--- src/rtl/mc_ctrl_fsm.sv ---
// mc_ctrl_fsm: multi-cycle MIPS control FSM with req/ack memory handshake and retired-instruction counter
// Define MC_CTRL_TRAP_EN to halt on illegal instructions; otherwise they retire as NOPs.
module mc_ctrl_fsm #(
  parameter int CNT_W = 32
) (
  input  logic             clk,
  input  logic             reset,
  input  logic [5:0]       opcode,
  input  logic [5:0]       funct,
  input  logic             alu_zero,
  input  logic             mem_ack,
  output logic             mem_req,
  output logic             mem_we,
  output logic             pc_we,
  output logic             ir_we,
  output logic             rf_we,
  output logic [1:0]       reg_dst_sel,
  output logic             alu_src_sel,
  output logic [1:0]       wd_sel,
  output logic [1:0]       npc_sel,
  output logic             ext_op,
  output logic [2:0]       alu_op,
  output logic             trap,
  output logic [CNT_W-1:0] instr_cnt
);
  typedef enum logic [2:0] {
    FETCH  = 3'd0,
    DECODE = 3'd1,
    EXE    = 3'd2,
    MEM    = 3'd3,
    WB     = 3'd4,
    TRAP   = 3'd5
  } state_t;
  state_t state, state_nxt;
  logic is_r, is_addu, is_subu, is_jr, is_ori, is_lw, is_sw, is_beq, is_lui, is_j, is_jal, legal, retire;
  assign is_r    = opcode == 6'b000000;
  assign is_addu = is_r && funct == 6'b100001;
  assign is_subu = is_r && funct == 6'b100011;
  assign is_jr   = is_r && funct == 6'b001000;
  assign is_ori  = opcode == 6'b001101;
  assign is_lw   = opcode == 6'b100011;
  assign is_sw   = opcode == 6'b101011;
  assign is_beq  = opcode == 6'b000100;
  assign is_lui  = opcode == 6'b001111;
  assign is_j    = opcode == 6'b000010;
  assign is_jal  = opcode == 6'b000011;
  assign legal   = is_addu | is_subu | is_jr | is_ori | is_lw | is_sw | is_beq | is_lui | is_j | is_jal;
  always_ff @(posedge clk or posedge reset) begin
    if (reset) begin
      state     <= FETCH;
      instr_cnt <= '0;
    end else begin
      state     <= state_nxt;
      instr_cnt <= retire ? instr_cnt + 1'b1 : instr_cnt;
    end
  end
  // Outputs are forced low while reset is high so an in-flight mem_req drops immediately.
  always_comb begin
    state_nxt   = state;
    retire      = 1'b0;
    mem_req     = 1'b0;
    mem_we      = 1'b0;
    pc_we       = 1'b0;
    ir_we       = 1'b0;
    rf_we       = 1'b0;
    reg_dst_sel = 2'b00;
    alu_src_sel = 1'b0;
    wd_sel      = 2'b00;
    npc_sel     = 2'b00;
    ext_op      = 1'b0;
    alu_op      = 3'd0;
    trap        = 1'b0;
    if (!reset) begin
      case (state)
        FETCH: begin
          mem_req   = 1'b1;
          ir_we     = mem_ack;
          pc_we     = mem_ack;
          state_nxt = mem_ack ? DECODE : FETCH;
        end
        DECODE: begin
          if (is_j || is_jal || is_jr) begin
            pc_we       = 1'b1;
            npc_sel     = is_jr ? 2'b11 : 2'b10;
            rf_we       = is_jal;
            reg_dst_sel = is_jal ? 2'b10 : 2'b00;
            wd_sel      = is_jal ? 2'b10 : 2'b00;
            retire      = 1'b1;
            state_nxt   = FETCH;
          end else begin
`ifdef MC_CTRL_TRAP_EN
            state_nxt = legal ? EXE : TRAP;
`else
            retire    = !legal;
            state_nxt = legal ? EXE : FETCH;
`endif
          end
        end
        EXE: begin
          alu_op      = is_subu || is_beq ? 3'd1 : is_ori ? 3'd2 : is_lui ? 3'd3 : 3'd0;
          alu_src_sel = is_ori | is_lui | is_lw | is_sw;
          ext_op      = is_lw | is_sw | is_beq;
          npc_sel     = is_beq ? 2'b01 : 2'b00;
          pc_we       = is_beq & alu_zero;
          retire      = is_beq;
          state_nxt   = is_beq ? FETCH : (is_lw || is_sw) ? MEM : WB;
        end
        MEM: begin
          mem_req   = 1'b1;
          mem_we    = is_sw;
          retire    = mem_ack & is_sw;
          state_nxt = !mem_ack ? MEM : is_sw ? FETCH : WB;
        end
        WB: begin
          rf_we       = 1'b1;
          reg_dst_sel = is_r ? 2'b01 : 2'b00;
          wd_sel      = is_lw ? 2'b01 : 2'b00;
          retire      = 1'b1;
          state_nxt   = FETCH;
        end
`ifdef MC_CTRL_TRAP_EN
        TRAP: trap = 1'b1;
`endif
        default: state_nxt = FETCH;
      endcase
    end
  end
endmodule

--- config.mk ---
export PLATFORM = sky130hd
export DESIGN_NAME = mc_ctrl_fsm
export DESIGN_NICKNAME = d
export VERILOG_FILES = /design/src/rtl/mc_ctrl_fsm.sv
export SDC_FILE = /design/constraint.sdc
export NUM_CORES = 1
export LEC_CHECK = 0
export ABC_CLOCK_PERIOD_IN_PS = 2600
export BUFFER_PORTS_ARGS = -buffer_cell sky130_fd_sc_hd__buf_2
export CORE_MARGIN = 2
export CORE_UTILIZATION = 46
export DETAILED_ROUTE_END_ITERATION = 8
export PLACE_DENSITY = 0.72
export REMOVE_ABC_BUFFERS = 1
export SLEW_MARGIN = 10
export SYNTH_ARGS = -nofsm -noshare
export SYNTH_HDL_FRONTEND = slang
export SYNTH_SLANG_ARGS = --single-unit
--- constraint.sdc ---
create_clock -name clk -period 2.6 [get_ports clk]
set_input_delay 0.26 -clock clk [delete_from_list [all_inputs] [get_ports clk]]
set_output_delay 0.26 -clock clk [all_outputs]
set_load 0.05 [all_outputs]
Word-level counts from Yosys, hierarchy flattened
Index checks and enable logic that the tools add are counted.
{"block": "word_totals", "register_bits": 35, "latchBits": 0, "mem_bits_rw": 0, "mem_bits_ro": 0, "output_inout_bits": 49, "word_cells": 89, "memories": 0}
{"block": "classes", "add_sub_neg": 1, "n_mul": 0, "div_mod_pow": 0, "n_lt_le_gt_ge": 0, "n_eq_ne": 14, "shift": 0, "muxes": 45, "bitwise": 16, "reduce_logical": 11}
{"operator": "$add A32 B1 Y32 const B", "n": 1}
{"operator": "$mux W2", "n": 13}
{"operator": "$eq A6 B6 Y1 const B", "n": 4}
{"operator": "$mux W1", "n": 21}
{"operator": "$eq A6 B4 Y1 const B", "n": 3}
{"operator": "$or A1 B1 Y1", "n": 14}
{"operator": "$eq A6 B2 Y1 const B", "n": 2}
{"operator": "$mux W3", "n": 4}
{"operator": "$pmux W2 S2", "n": 3}
{"operator": "$pmux W3 S4", "n": 1}
{"operator": "$eq A3 B2 Y1 const B", "n": 2}
{"operator": "$eq A6 B3 Y1 const B", "n": 1}
{"operator": "$logic_not A6 Y1", "n": 1}
{"operator": "$logic_or A1 B1 Y1", "n": 4}
{"operator": "$pmux W1 S4", "n": 1}
{"operator": "$eq A3 B1 Y1 const B", "n": 1}
{"operator": "$eq A3 B3 Y1 const B", "n": 1}
{"operator": "$logic_and A1 B1 Y1", "n": 3}
{"operator": "$logic_not A3 Y1", "n": 1}
{"operator": "$pmux W1 S3", "n": 1}
{"operator": "$and A1 B1 Y1", "n": 2}
{"operator": "$pmux W1 S2", "n": 1}
{"operator": "$reduce_or A2 Y1", "n": 1}
{"operator": "$logic_not A1 Y1", "n": 1}

Depth between registers and ports, before layout
{"block": "logic_depth", "depth_word": 15, "depth_mapped": 8}

Least setup slack after synthesis
No wires, ideal clock.
{"block": "synth_path", "path_kind": "input to output", "start": "input port funct[1]", "end": "output port pc_we", "arrival_ps": 3875, "setup_slack_ps": -1535, "path_stages": 6, "n_path_buf": 0, "path_cell_list": "or4b_2 > nor3_1 > o21ai_0 > a21oi_1 > nor2_1 > a2111oi_0"}
{"block": "synth_between", "elab_chain_cells": 6}
{"element": "from (decl)", "line": "9", "text": "input logic [5:0] funct,"}
{"element": "$eq A6 B4 Y1", "line": "39", "text": "assign is_jr = is_r && funct == 6'b001000;"}
{"element": "$logic_and A1 B1 Y1", "line": "39"}
{"element": "$logic_or A1 B1 Y1", "line": "82", "text": "if (is_j || is_jal || is_jr) begin"}
{"element": "$mux W1", "line": "82"}
{"element": "$pmux W1 S3", "line": "74", "text": "case (state)"}
{"element": "$mux W1", "line": "73", "text": "if (!reset) begin"}
{"element": "to (decl)", "line": "14", "text": "output logic pc_we,"}
No other way between the ends.

Worst setup path in the final report
Ends and elaborated chain as after synthesis.

==> results by group <==
CTS
  • Htree depth: 2
  • # hold bufs at CTS: 0
  • Clock Path Buffers: 2
  • Clk root buf: clkbuf_8
  • Worst-path clk slew: 0.07 ns
  • Cts repair resizes: 0
  • Clock buffer count from CTS: 5
  • Clock Latency Late Sink: 0.28 ns
  • CTS sink count: 35
  • CTS tree: yes
  • Setup Buffers After CTS: 0

Synthesis
  • Avg Inst Size Synth: roughly 9.9 sq um
  • YS warnings: 0
  • Cell variety after synth: 54
  • Synthesized netlist cell count: about 230
  • Synth area leader: dfrtp_1
  • Largest cells by area after synthesis: dfrtp_1, xor2_1, nor4_2, nand2_1, nor3_1
  • #FFs+latches synth: 35
  • Synth top area share: 0.380
  • Post-Syn Area: around 0.0023 sq mm
  • Sequential fraction of the synthesis area: 0.380

Final layout
  • Layout fillers: around 430
  • Commonest non-fill, non-tap cell in the layout: buf_2
  • Area of the multi-input gates: around 0.0013 sq mm
  • Commonest cells after routing, fill and taps aside: buf_2, dfrtp_1, xor2_1, nand2_1, nor3_1
  • Share of post-route cells with drive strength above 1: 0.378
  • Finished Layout Cells: 366
  • Seq. cell area: 876 sq um
  • Final net count: 316
  • Layout Area Growth over Synthesis: 19.1%
  • Diodes inserted: 0
  • Fin area: around 0.0027 sq mm

Die
  • Initial core utilization: 0.482
  • Die area: about 0.0056 sq mm
  • FP Rows: 25
  • Die Width: 74.8 um
  • Core ar.: 0.00479 sq mm
  • I/O pin cnt: 65
  • Die Ht: roughly 75 um

Critical path
  • Critical Path, Cell by Cell: buf_2, or4b_2, nor3_2, o21ai_0, a21oi_1, nor2_1, a2111oi_0, buf_4
  • Arr. time, crit path: 2.23 ns
  • Setup CP Type: input port to output port
  • CP Data Required Time: roughly 2.3 ns
  • Slowest stage cell, crit path: or4b_2
  • Critical Path Fanout Max: 2
  • CP bufs+invs: 2
  • Max incr delay on CP: around 0.67 ns
  • Top delay family on crit path: simple AND/OR/NAND/NOR gates
  • Critical Path Source Type: input port
  • CP endpoint kind: output port

Drt
  • DRT iter0 DRCs: between 100 and 150
  • Iteration count of the initial detailed-routing pass: 4
  • Via density per instance: ~5.3
  • Routed Antenna Nets: 0
  • Drt wl/cell: approximately 13 um
  • DRC errors left: 0
  • WL final: 4650 um
  • DR vias: a little under 2000

Placement
  • Cells after DPL: between 300 and 400
  • GPL Wtd Cong: about 0.84
  • Post-DP HPWL: 3490 um
  • Port Buffers: 62
  • Post-DP Area: roughly 0.0027 sq mm

Global route
  • First-pass GRT wire length: about 8400 um
  • Initial antenna violation count: 0
  • Grt total ovfl: 0
  • GRT Total Usage: 0.190
  • Number of global-route vias before repair: ~1900
  • Largest net degree at the start of global routing: 36

STA
  • Final Hold Fails: 0
  • Period utilization: 0.956
  • Slew margin rel.: 0.644
  • Worst hold slack: slightly below 0.2 ns
  • Max Fclk: about 400 MHz
  • Crit path time final: roughly 2.5 ns
  • Final setup viols: 0
  • Worst Max-Slew Pin Slew: ~0.53 ns
  • Skew final: ~0.0031 ns
  • Final Max Tran Viols: 0

Outcome
  • Outcome: completed

Worst hold path
  • HP Class: input port to asynchronous set/reset pin

Flow run
  • Maxcap violations: 0

Power and ir drop
  • Leak: 1.40 nW
  • VDD IR-drop max: between 0.0002 and 0.0003 V
  • Pwr Total: about 1.3 mW
  • Power Density: 489 mW/mm^2
power breakdown:
part / internal, mW / leakage [nW] / switching (mW)
Clock: 0.207 / 0.0470 / 0.181
Combinational: 0.0989 / 0.884 / 0.242
Sequential: 0.571 / 0.473 / 0.0437
worst min-delay path: stages:
cell   delay, ns
buf_2       0.15
inv_1       0.09
buf_4       0.39
cell families (layout without fill, tap and decap cells):
logic type               count (synthesis)  count (layout)  synth area share
other                                    1               2           0.00163
adder cells (fa/ha/maj)                  1               1           0.00543
buffers and inverters                   18              83            0.0586
flip-flops                              35              35             0.380
AO/OA/AOI/OAI                           23              23            0.0771
XOR/XNOR                                31              31             0.118
multiplexers                             1               1           0.00488
AND/OR/NAND/NOR                        123             123             0.355
layout make-up:
type / instances / area share
Multi-Input combinational cell: 181 / 0.475
Sequential cell: 35 / 0.319
Timing Repair Buffer: 70 / 0.136
Tap cell: 67 / 0.0305
Clock buffer: 6 / 0.0301
Inverter: 6 / 0.00820
Clock inverter: 1 / 0.00182
flip-flops by register name, indices dropped and copies added, names as in the netlist:
name and cells:
instr_cnt 32, state 3
synth_stat cells, drive strengths merged:
| master | instances |
|---|---|
| a221oi | 1 |
| and2 | 1 |
| inv | 6 |
| mux2 | 1 |
| a32oi | 1 |
| a21o | 2 |
| buf | 9 |
| and4 | 1 |
| a21oi | 6 |
| nor3 | 17 |
| nand2b | 3 |
| nand3 | 11 |
| nand4b | 2 |
| nand3b | 2 |
| or2 | 5 |
| or4b | 1 |
| nand4 | 5 |
| or4 | 3 |
| o211ai | 1 |
| xnor2 | 2 |
| nor3b | 4 |
| a31oi | 1 |
| dfrtp | 35 |
| and3 | 1 |
| clkbuf | 3 |
| or3 | 6 |
| ha | 1 |
| o21bai | 1 |
| or2b | 1 |
| conb | 1 |
| nor4 | 16 |
| nor2b | 3 |
| nand2 | 23 |
| a2111oi | 1 |
| and2b | 1 |
| a22oi | 1 |
| o21ba | 1 |
| xor2 | 29 |
| nor2 | 14 |
| nor4b | 3 |
| o21ai | 7 |
metal layers:
metal	part of all wire	track usage	routed length, um
met1	0.47	0.259	2200
met2	0.47	0.299	2180
met3	0.048	0.0375	225
met4	0.011	0.0754	52
met5	0	0	0
final timing paths:
path / slack (ns) / endpoint / startpoint / cells after the start
hold / removal: 0.19 / instr_cnt[5] / reset / 3
hold reg to reg: 0.47 / instr_cnt[31] / instr_cnt[31] / 1
setup / recovery: 0.11 / pc_we / funct[1] / 8
setup reg to reg: 0.34 / instr_cnt[28] / state[2] / 6
max in group asynchronous: 2.10 / instr_cnt[24] / reset / 3
min in group clk: 0.30 / state[0] / reset / 3
stage by stage:
stage / TNS (ns) / utilization / setup WS (ns)
floorplan: -9.70 / - / -1.92
global placement: 0 / 0.554 / 0.114
detailed placement: 0 / 0.554 / 0.0937
CTS: 0 / 0.572 / 0.0784
global route: -0.0480 / 0.574 / -0.0480
finish: 0 / 0.574 / 0.115
(Power assumes the default switching activity.)
